$ cat src/rtl/counter_pkg.sv
// counter_pkg: shared defaults and mode encoding for the timer/counter blocks.
package counter_pkg;
    localparam int DEF_WIDTH      = 8;
    localparam int DEF_PRESCALE_W = 4;
    typedef enum logic {CNT_WRAP, CNT_SAT} cnt_mode_e;
endpackage

$ cat src/rtl/tick_prescaler.sv
// tick_prescaler: divides enabled cycles by (prescale+1) into a one-cycle step tick.
module tick_prescaler
    import counter_pkg::*;
#(
    parameter int PRESCALE_W = DEF_PRESCALE_W
) (
    input  logic                  clk,
    input  logic                  reset,
    input  logic                  en,
    input  logic                  load,
    input  logic [PRESCALE_W-1:0] prescale,
    output logic                  tick
);
    logic [PRESCALE_W-1:0] pre_cnt_q, pre_cnt_d;

    // A load restarts the period so the step after a load is a full period away.
    always_comb begin
        tick      = en && (pre_cnt_q == prescale);
        pre_cnt_d = (load || tick) ? '0 : en ? pre_cnt_q + 1'b1 : pre_cnt_q;
    end

    always_ff @(posedge clk or posedge reset) begin
        if (reset) pre_cnt_q <= '0;
        else       pre_cnt_q <= pre_cnt_d;
    end
endmodule

$ cat src/rtl/updown_mod_counter.sv
// updown_mod_counter: prescaled up/down counter bounded by 0..limit with wrap or
// saturate at the bounds, synchronous load, terminal-count pulse and sticky overflow.
module updown_mod_counter
    import counter_pkg::*;
#(
    parameter int WIDTH      = DEF_WIDTH,
    parameter int PRESCALE_W = DEF_PRESCALE_W
) (
    input  logic                  clk,
    input  logic                  reset,
    input  logic                  en,
    input  logic                  up,
    input  logic                  sat_mode,
    input  logic [WIDTH-1:0]      limit,
    input  logic [PRESCALE_W-1:0] prescale,
    input  logic                  load,
    input  logic [WIDTH-1:0]      load_val,
    input  logic                  clr_ovf,
    output logic [WIDTH-1:0]      count,
    output logic                  tc,
    output logic                  ovf
);
    logic             tick, bound;
    cnt_mode_e        mode;
    logic [WIDTH-1:0] step_val;
    logic [WIDTH-1:0] count_q, count_d;
    logic             tc_q, tc_d, ovf_q, ovf_d;

    tick_prescaler #(.PRESCALE_W(PRESCALE_W)) u_pre (
        .clk      (clk),
        .reset    (reset),
        .en       (en),
        .load     (load),
        .prescale (prescale),
        .tick     (tick)
    );

    // Up uses >= so a count left above a lowered limit is treated as at the bound.
    always_comb begin
        mode     = sat_mode ? CNT_SAT : CNT_WRAP;
        bound    = up ? (count_q >= limit) : (count_q == '0);
        step_val = !bound ? (up ? count_q + 1'b1 : count_q - 1'b1)
                 : (mode == CNT_SAT) ? (up ? limit : '0)
                 : (up ? '0 : limit);
        count_d  = load ? ((load_val > limit) ? limit : load_val) : tick ? step_val : count_q;
        tc_d     = !load && tick && bound;
        ovf_d    = tc_d || (ovf_q && !clr_ovf);
    end

    always_ff @(posedge clk or posedge reset) begin
        if (reset) begin
            count_q <= '0;
            tc_q    <= 1'b0;
            ovf_q   <= 1'b0;
        end else begin
            count_q <= count_d;
            tc_q    <= tc_d;
            ovf_q   <= ovf_d;
        end
    end

    assign count = count_q;
    assign tc    = tc_q;
    assign ovf   = ovf_q;
endmodule
$ cat config.mk
export PLATFORM = sky130hd
export DESIGN_NAME = updown_mod_counter
export DESIGN_NICKNAME = d
export VERILOG_FILES = /design/src/rtl/counter_pkg.sv /design/src/rtl/tick_prescaler.sv /design/src/rtl/updown_mod_counter.sv
export SDC_FILE = /design/constraint.sdc
export NUM_CORES = 1
export LEC_CHECK = 0
export ABC_AREA = 0
export BUFFER_PORTS_ARGS = -buffer_cell sky130_fd_sc_hd__buf_2
export CAP_MARGIN = 20
export CORE_MARGIN = 10
export CORE_UTILIZATION = 40
export CTS_CLUSTER_DIAMETER = 120
export DETAILED_ROUTE_END_ITERATION = 16
export GPL_TIMING_DRIVEN = 0
export PLACE_DENSITY_LB_ADDON = 0.08
export SETUP_SLACK_MARGIN = 0.1
export SKIP_LAST_GASP = 1
export SYNTH_ARGS = -nofsm -noshare
export SYNTH_HDL_FRONTEND = slang
export SYNTH_HIERARCHICAL = 1
export SYNTH_SLANG_ARGS = --single-unit
$ cat constraint.sdc
create_clock -name clk -period 4.9 [get_ports clk]
set_input_delay 0.49 -clock clk [delete_from_list [all_inputs] [get_ports clk]]
set_output_delay 0.49 -clock clk [all_outputs]
set_load 0.05 [all_outputs]
==> flow_summary.toml, run 1 <==
[run_status]
status = "finished, final reports clean"

[logic_synthesis]
synth.distinct_cells = 37
synth_cells = 172
synth_fp_nets = 223
yosysWarnings = 6
ys_ff_latch = 14
avgSynthCellArea_um2 = 9.013
netlist_area_um2 = 1550
synth-seq-area-share_pct = 22.60

[sta]
max_freq_mhz = 402.8
tightest_slew_ns = 0.5664
slew_viol_final = 0
min_period_ns = 2.482
setup_viol = 0
slew_headroom_pct = 61.97
rsz0062_at_grt = "no"
post-route-period-util_pct = 50.66
finalSetupTns_ns = 0
final_hold_viol_count = 0
finalClockSkew_ns = 0.001845

[clocking]
cts_tree = "done"
cts_buffer_depth = 2
postCtsResizedCells = 0
numCtsBuffers = 3
post-cts-setup-buffers = 0
path_clk_slew_ns = 0.06
clock_latency_ns = 0.24
postCtsHoldBufs = 0
cts.sinks = 14
cts_root_buffer = "clkbuf_8"
ctsHtreeMaxLevel = 1

[floorplanning]
ioPinCount = 37
initial_utilization_pct = 41.72
core_area_um2 = 3716
dieArea_um2 = 6766
die_h_um = 82.26
die_w_um = 82.26
row_count = 22

[global_routing]
grt_util_met3_pct = 1.728
grt_start_max_net_pins = 11
grt_usage_pct = 11.97
grt.busiest_layer = "met2"
grt_pass1_vias = 1409
overflow = 0
grtUsageMet1_pct = 16.40
antenna_found_initial = 0
grt_pass1_wl_mm = 6.520
use_met2_pct = 18.90

[route]
wire_per_inst_um = 15.00
ant_nets = 0
via_per_inst = 5.189
drc_errors = 0
drt_pre_antenna_iters = 4
drt_iter0_drc = 41
wl_mm = 3.886
via_count = 1344

[worst_hold_path]
hp-class = "in -> async"

[power]
p_leak_nw = 0.9049
ir_worst_vdd_mv = 0.1604
powerDensity_nw_per_um2 = 270.4
total_power_w = 0.0004977

[worst_setup_path]
start_kind = "flip-flop"
endpoint_kind = "flip-flop"
worstSetupPathType = "reg -> reg"
cp_max_fo = 10
worst_ep_required_time_ns = 5.06
worst-path-buf-inv = 1
cp_common_cell = "or3_1"
crit_path_cell_trace = "inv_1, ha_1, nand2b_1, a21o_1, a2111oi_2, or3_1, a31oi_4, or3_1, a32oi_1"
cp_slowest_cell = "dfrtp_1"
critical_path_arrival_ns = 2.65
critPathTopFamily = "compound AO/OA/AOI/OAI gates"
slowest_delay_ns = 0.50

[place]
portBuffers = 35
hpwl_mm = 3.317
gp_routability_congestion = 0.8263
placed_area_um2 = 1785

[final_layout]
drive_above_1_share_pct = 27.96
antenna_cells = 0
nets = 263
layout_common_cells = "buf_2 (35), ha_1 (23), a21oi_1 (18), inv_1 (16), dfrtp_1 (14)"
finish.instance_area_um2 = 1841
syn_to_final_growth_pct = 18.73
final_common_cell = "buf_2"

[run]
maxCapViolCount = 0
final timing paths:
path                                       from                              to  slack (ns)  cells after the start
setup / recovery           count[0]$_DFFE_PP0P_            count[0]$_DFFE_PP0P_        2.42                      9
hold / removal                            reset  u_pre/pre_cnt_q[1]$_DFFE_PP0P_        0.13                      2
setup reg to reg           count[0]$_DFFE_PP0P_            count[0]$_DFFE_PP0P_        2.42                      9
hold reg to reg                   ovf$_DFF_PP0_                   ovf$_DFF_PP0_        0.47                      1
max in group asynchronous                 reset            count[5]$_DFFE_PP0P_        4.39                      2
min in group clk                           load  u_pre/pre_cnt_q[2]$_DFFE_PP0P_        0.46                      2
metrics by stage:
stage | hold WS (ns) | setup slack [ns] | util (%) | instances
3_5_place_dp | 0.3993 | 2.208 | 48.05 | 255
5_1_grt | 0.1479 | 2.185 | 49.53 | 259
6_report | 0.1344 | 2.418 | 49.53 | 259
4_1_cts | 0.1336 | 2.367 | 49.53 | 259
3_3_place_gp | 0.3879 | 2.281 | 48.05 | 255
2_1_floorplan | 0.2561 | 2.338 | - | 172
sequential cells by signal, indices dropped and copies added, names as in the netlist:
| signal | cells |
|---|---|
| count | 8 |
| tc | 1 |
| ovf | 1 |
| u_pre/pre_cnt_q | 4 |
area by class of cell:
class | instances | area, µm²
multi-input cells | 138 | 1124
flip-flops and latches | 14 | 350.3
clock buffers | 4 | 55.05
plain buffers | 4 | 16.27
inverters | 16 | 60.06
fillers | 383 | 1876
repair buffers | 35 | 175.2
well taps | 48 | 60.06
per-layer routing:
metal	wire length (µm)	up-vias
li1	-	706
met1	1895	615
met2	1799	21
met3	167	2
met4	23	0
met5	0	-
synthesized netlist by cell type (all sizes together):
library cell   n  area share, %
o21bai         1           0.48
clkbuf         2           0.56
or3            2           0.81
and3           2           0.81
nor2           4            1.1
o211ai         2           0.97
xnor2          9            5.1
o2111ai        1           0.57
nor3b          7            3.4
nand2          8            1.9
nor3           6            1.9
mux2i          3            1.9
and2           1           0.40
a21o           5            2.4
a32oi          1           0.57
ha            23             19
or2            1           0.40
nor2b          2           0.81
xor2           5            2.8
nand4          5            2.4
a2111oi        1           0.97
nor4           3            1.2
dfrtp         14             23
a221o          1           0.65
nand2b         2           0.81
a31oi          1            1.4
buf            2           0.48
fa             1            1.3
inv           16            3.9
o21ai         10            3.5
mux2          13            9.4
a21oi         18            5.8
worst register-to-register path, delay by kind of cell, from the launching register on:
| family | cells | cell delay (ns) |
|---|---|---|
| buffers and inverters | 1 | 0.08 |
| AND/OR/NAND/NOR | 3 | 0.68 |
| AO/OA/AOI/OAI | 4 | 0.87 |
| flip-flops | 1 | 0.50 |
| adder cells (fa/ha/maj) | 1 | 0.26 |
power by group:
group | leakage [nW] | switching (W) | internal (W)
Sequential | 0.179 | 0.0000202 | 0.000127
Combinational | 0.697 | 0.000132 | 0.000105
Clock | 0.0288 | 0.0000425 | 0.0000711
Total | 0.905 | 0.000195 | 0.000303
logic make-up after synthesis:
| family | Yosys count | share of synthesized area (%) |
|---|---|---|
| simple gates | 43 | 16.06 |
| flops | 14 | 22.60 |
| fa+ha+maj | 24 | 19.86 |
| mux | 16 | 11.38 |
| compound gates | 41 | 17.27 |
| xor+xnor | 14 | 7.910 |
| buf+inv | 20 | 4.923 |
Note: power is estimated with default switching activity, not from simulation.
==> inputs of run 2 (changes only) <==
--- a/config.mk
+++ b/config.mk
@@ -5,7 +5,7 @@
 export SDC_FILE = /design/constraint.sdc
 export NUM_CORES = 1
 export LEC_CHECK = 0
-export ABC_AREA = 0
+export ABC_AREA = 1
 export BUFFER_PORTS_ARGS = -buffer_cell sky130_fd_sc_hd__buf_2
 export CAP_MARGIN = 20
 export CORE_MARGIN = 10
==> constraint.sdc (replaced) <==
create_clock -name clk -period 2.34 [get_ports clk]
set_input_delay 0.234 -clock clk [delete_from_list [all_inputs] [get_ports clk]]
set_output_delay 0.234 -clock clk [all_outputs]
set_load 0.05 [all_outputs]
==> run 2 against run 1 <==
  * Clock skew barely moved
  * Combinational power is 130% higher
  * Non-clock buffer count is 1 lower
  * Fmax grew 39%
  * Worst hold slack better by 0.043 ns
  * Die area rose by 8.4%
  * Register-to-register slack got worse by 1.9 ns
  * Largest cell class unchanged
==> flow_summary.toml, run 2 <==
[clocking]
postCtsResizedCells = 0
cts_root_buffer = "clkbuf_8"
postCtsHoldBufs = 1
cts_tree = "done"
numCtsBuffers = 3
path_clk_slew_ns = 0.06
cts.sinks = 14
cts_buffer_depth = 2
clock_latency_ns = 0.25
post-cts-setup-buffers = 0
ctsHtreeMaxLevel = 1

[power]
total_power_w = 0.001095
p_leak_nw = 1.192
powerDensity_nw_per_um2 = 539.1
ir_worst_vdd_mv = 0.1725

[sta]
slew_viol_final = 0
min_period_ns = 1.780
setup_viol = 0
final_hold_viol_count = 0
post-route-period-util_pct = 76.08
finalClockSkew_ns = 0.002005
hold_ws_ns = 0.1773
max_freq_mhz = 561.7
slew_headroom_pct = 53.42
tightest_slew_ns = 0.6937
finalSetupTns_ns = 0
rsz0062_at_grt = "no"

[logic_synthesis]
yosys_most_used_dff = "dfrtp_1"
ys_ff_latch = 14
async_reset_ff_share_pct = 100.0
synth-seq-area-share_pct = 20.33
synth_cells = 267
ys_top_cells_by_count = "nand2_1 (79), nand3_1 (46), inv_1 (43)"
synth.top_cell.area_share_pct = 20.33
synth_fp_nets = 318
yosysWarnings = 6
synthTopCellsByArea = "dfrtp_1 (20%), nand2_1 (17%), ha_1 (17%)"
netlist_area_um2 = 1723
yosysMostFrequentCell = "nand2_1"
yosys.area.top_type = "dfrtp_1"
synth_edf_count = 0
avgSynthCellArea_um2 = 6.453
synth.distinct_cells = 24

[route]
ant_nets = 0
drt_pre_antenna_iters = 4
wl_mm = 4.177
drc_errors = 0
via_count = 1712
via_per_inst = 4.782
drt_iter0_drc = 57
wire_per_inst_um = 11.67

[floorplanning]
die_h_um = 85.63
row_count = 23
dieArea_um2 = 7333
core_area_um2 = 4086
ioPinCount = 37
die_w_um = 85.63
initial_utilization_pct = 42.16

[run]
maxCapViolCount = 0

[worst_setup_path]
worst_ep_required_time_ns = 2.47
startpoint = "count[0]$_DFFE_PP0P_"
crit_end = "count[1]$_DFFE_PP0P_"
critical_path_arrival_ns = 1.91
crit_path_cell_trace = "inv_1, ha_1, nand2_1, nand3_1, nand2_1, nand2_1, nand2_1, nand2_4, nand2_8, nand2_1, nand3_1, nand3_1"
cp_max_fo = 10
reg2reg_depth = 12
slowest_delay_ns = 0.50
worstSetupPathType = "reg -> reg"
start_kind = "flip-flop"
r2r_setup_slack_ns = 0.56
r2r_end = "count[1]$_DFFE_PP0P_"
endpoint_kind = "flip-flop"
timing.rr.start = "count[0]$_DFFE_PP0P_"
cp_common_cell = "nand2_1"
cp_slowest_cell = "dfrtp_1"

[final_layout]
final_common_cell = "nand2_1"
finish.utilization_pct = 49.69
fillers = 463
antenna_cells = 0
nets = 360
largest_reg_flops = 8
drive_above_1_share_pct = 18.51
syn_to_final_growth_pct = 17.87
layout_common_cells = "nand2_1 (79), nand3_1 (46), inv_1 (43), buf_2 (37), ha_1 (23)"
finish.instance_area_um2 = 2031

[place]
gp_routability_congestion = 0.8137
portBuffers = 36
hpwl_mm = 3.653
placed_area_um2 = 1966

[worst_hold_path]
hp-class = "in -> reg"

[run_status]
status = "finished, final reports clean"

[global_routing]
grt_pass1_wl_mm = 7.693
overflow = 0
grt_start_max_net_pins = 11
antenna_found_initial = 0
grt_pass1_vias = 1714
grt_usage_pct = 12.19
## run 2: cells by family after synthesis
logic type | count (synthesis) | synth area share (%)
adder cells (fa/ha/maj) | 24 | 17.87
XOR/XNOR | 9 | 4.575
flip-flops | 14 | 20.33
AO/OA/AOI/OAI | 8 | 2.542
buffers and inverters | 46 | 10.09
AND/OR/NAND/NOR | 166 | 44.59
## run 2: cell type report
class	instances	area (µm²)	area share (%)
multi-input combinational	207	1199	59.03
clock buffer	4	55.05	2.711
timing repair buffer	37	190.2	9.365
inverter	45	168.9	8.318
buffer	1	5.005	0.2465
tap	50	62.56	3.081
sequential	14	350.3	17.25
## run 2: worst min path at each step
stage,start,slack [ns],cells after the start,to
final,clr_ovf,0.18,2,ovf$_DFF_PP0_
after global routing,clr_ovf,0.19,2,ovf$_DFF_PP0_
after CTS,clr_ovf,0.17,2,ovf$_DFF_PP0_
after detailed placement,reset,0.13,2,u_pre/pre_cnt_q[1]$_DFFE_PP0P_
after global placement,reset,0.13,2,u_pre/pre_cnt_q[1]$_DFFE_PP0P_
after floorplan,reset,0.00008,1,u_pre/pre_cnt_q[0]$_DFFE_PP0P_
## run 2: power by group
part / switching (W) / internal [W] / leakage (nW)
combinational: 0.000349 / 0.000197 / 0.985
sequential: 0.0000438 / 0.000267 / 0.178
clock: 0.0000885 / 0.000149 / 0.0288
total: 0.000481 / 0.000614 / 1.19
## run 2: worst max-delay path: cells and delay by family (launching register included)
family	cells	cell delay (ns)
adder cells (fa/ha/maj)	1	0.28
buffers and inverters	1	0.08
AND/OR/NAND/NOR	10	0.80
flip-flops	1	0.50
## run 2: through the flow
| stage | cells | setup WS [ns] |
|---|---|---|
| 2_1_floorplan | 267 | 0.4559 |
| 3_3_place_gp | 353 | 0.5033 |
| 3_5_place_dp | 353 | 0.4338 |
| 4_1_cts | 358 | 0.5384 |
| 5_1_grt | 358 | 0.3348 |
| 6_report | 358 | 0.5598 |
## run 2: layer usage
layer	vias up	share of wire (%)	track usage (%)	wire length (µm)
li1	938	-	-	-
met5	-	0	0	0
met3	5	3.4	1.703	143
met4	0	1.6	4.940	67
met1	740	48	15.22	1996
met2	29	47	20.44	1970
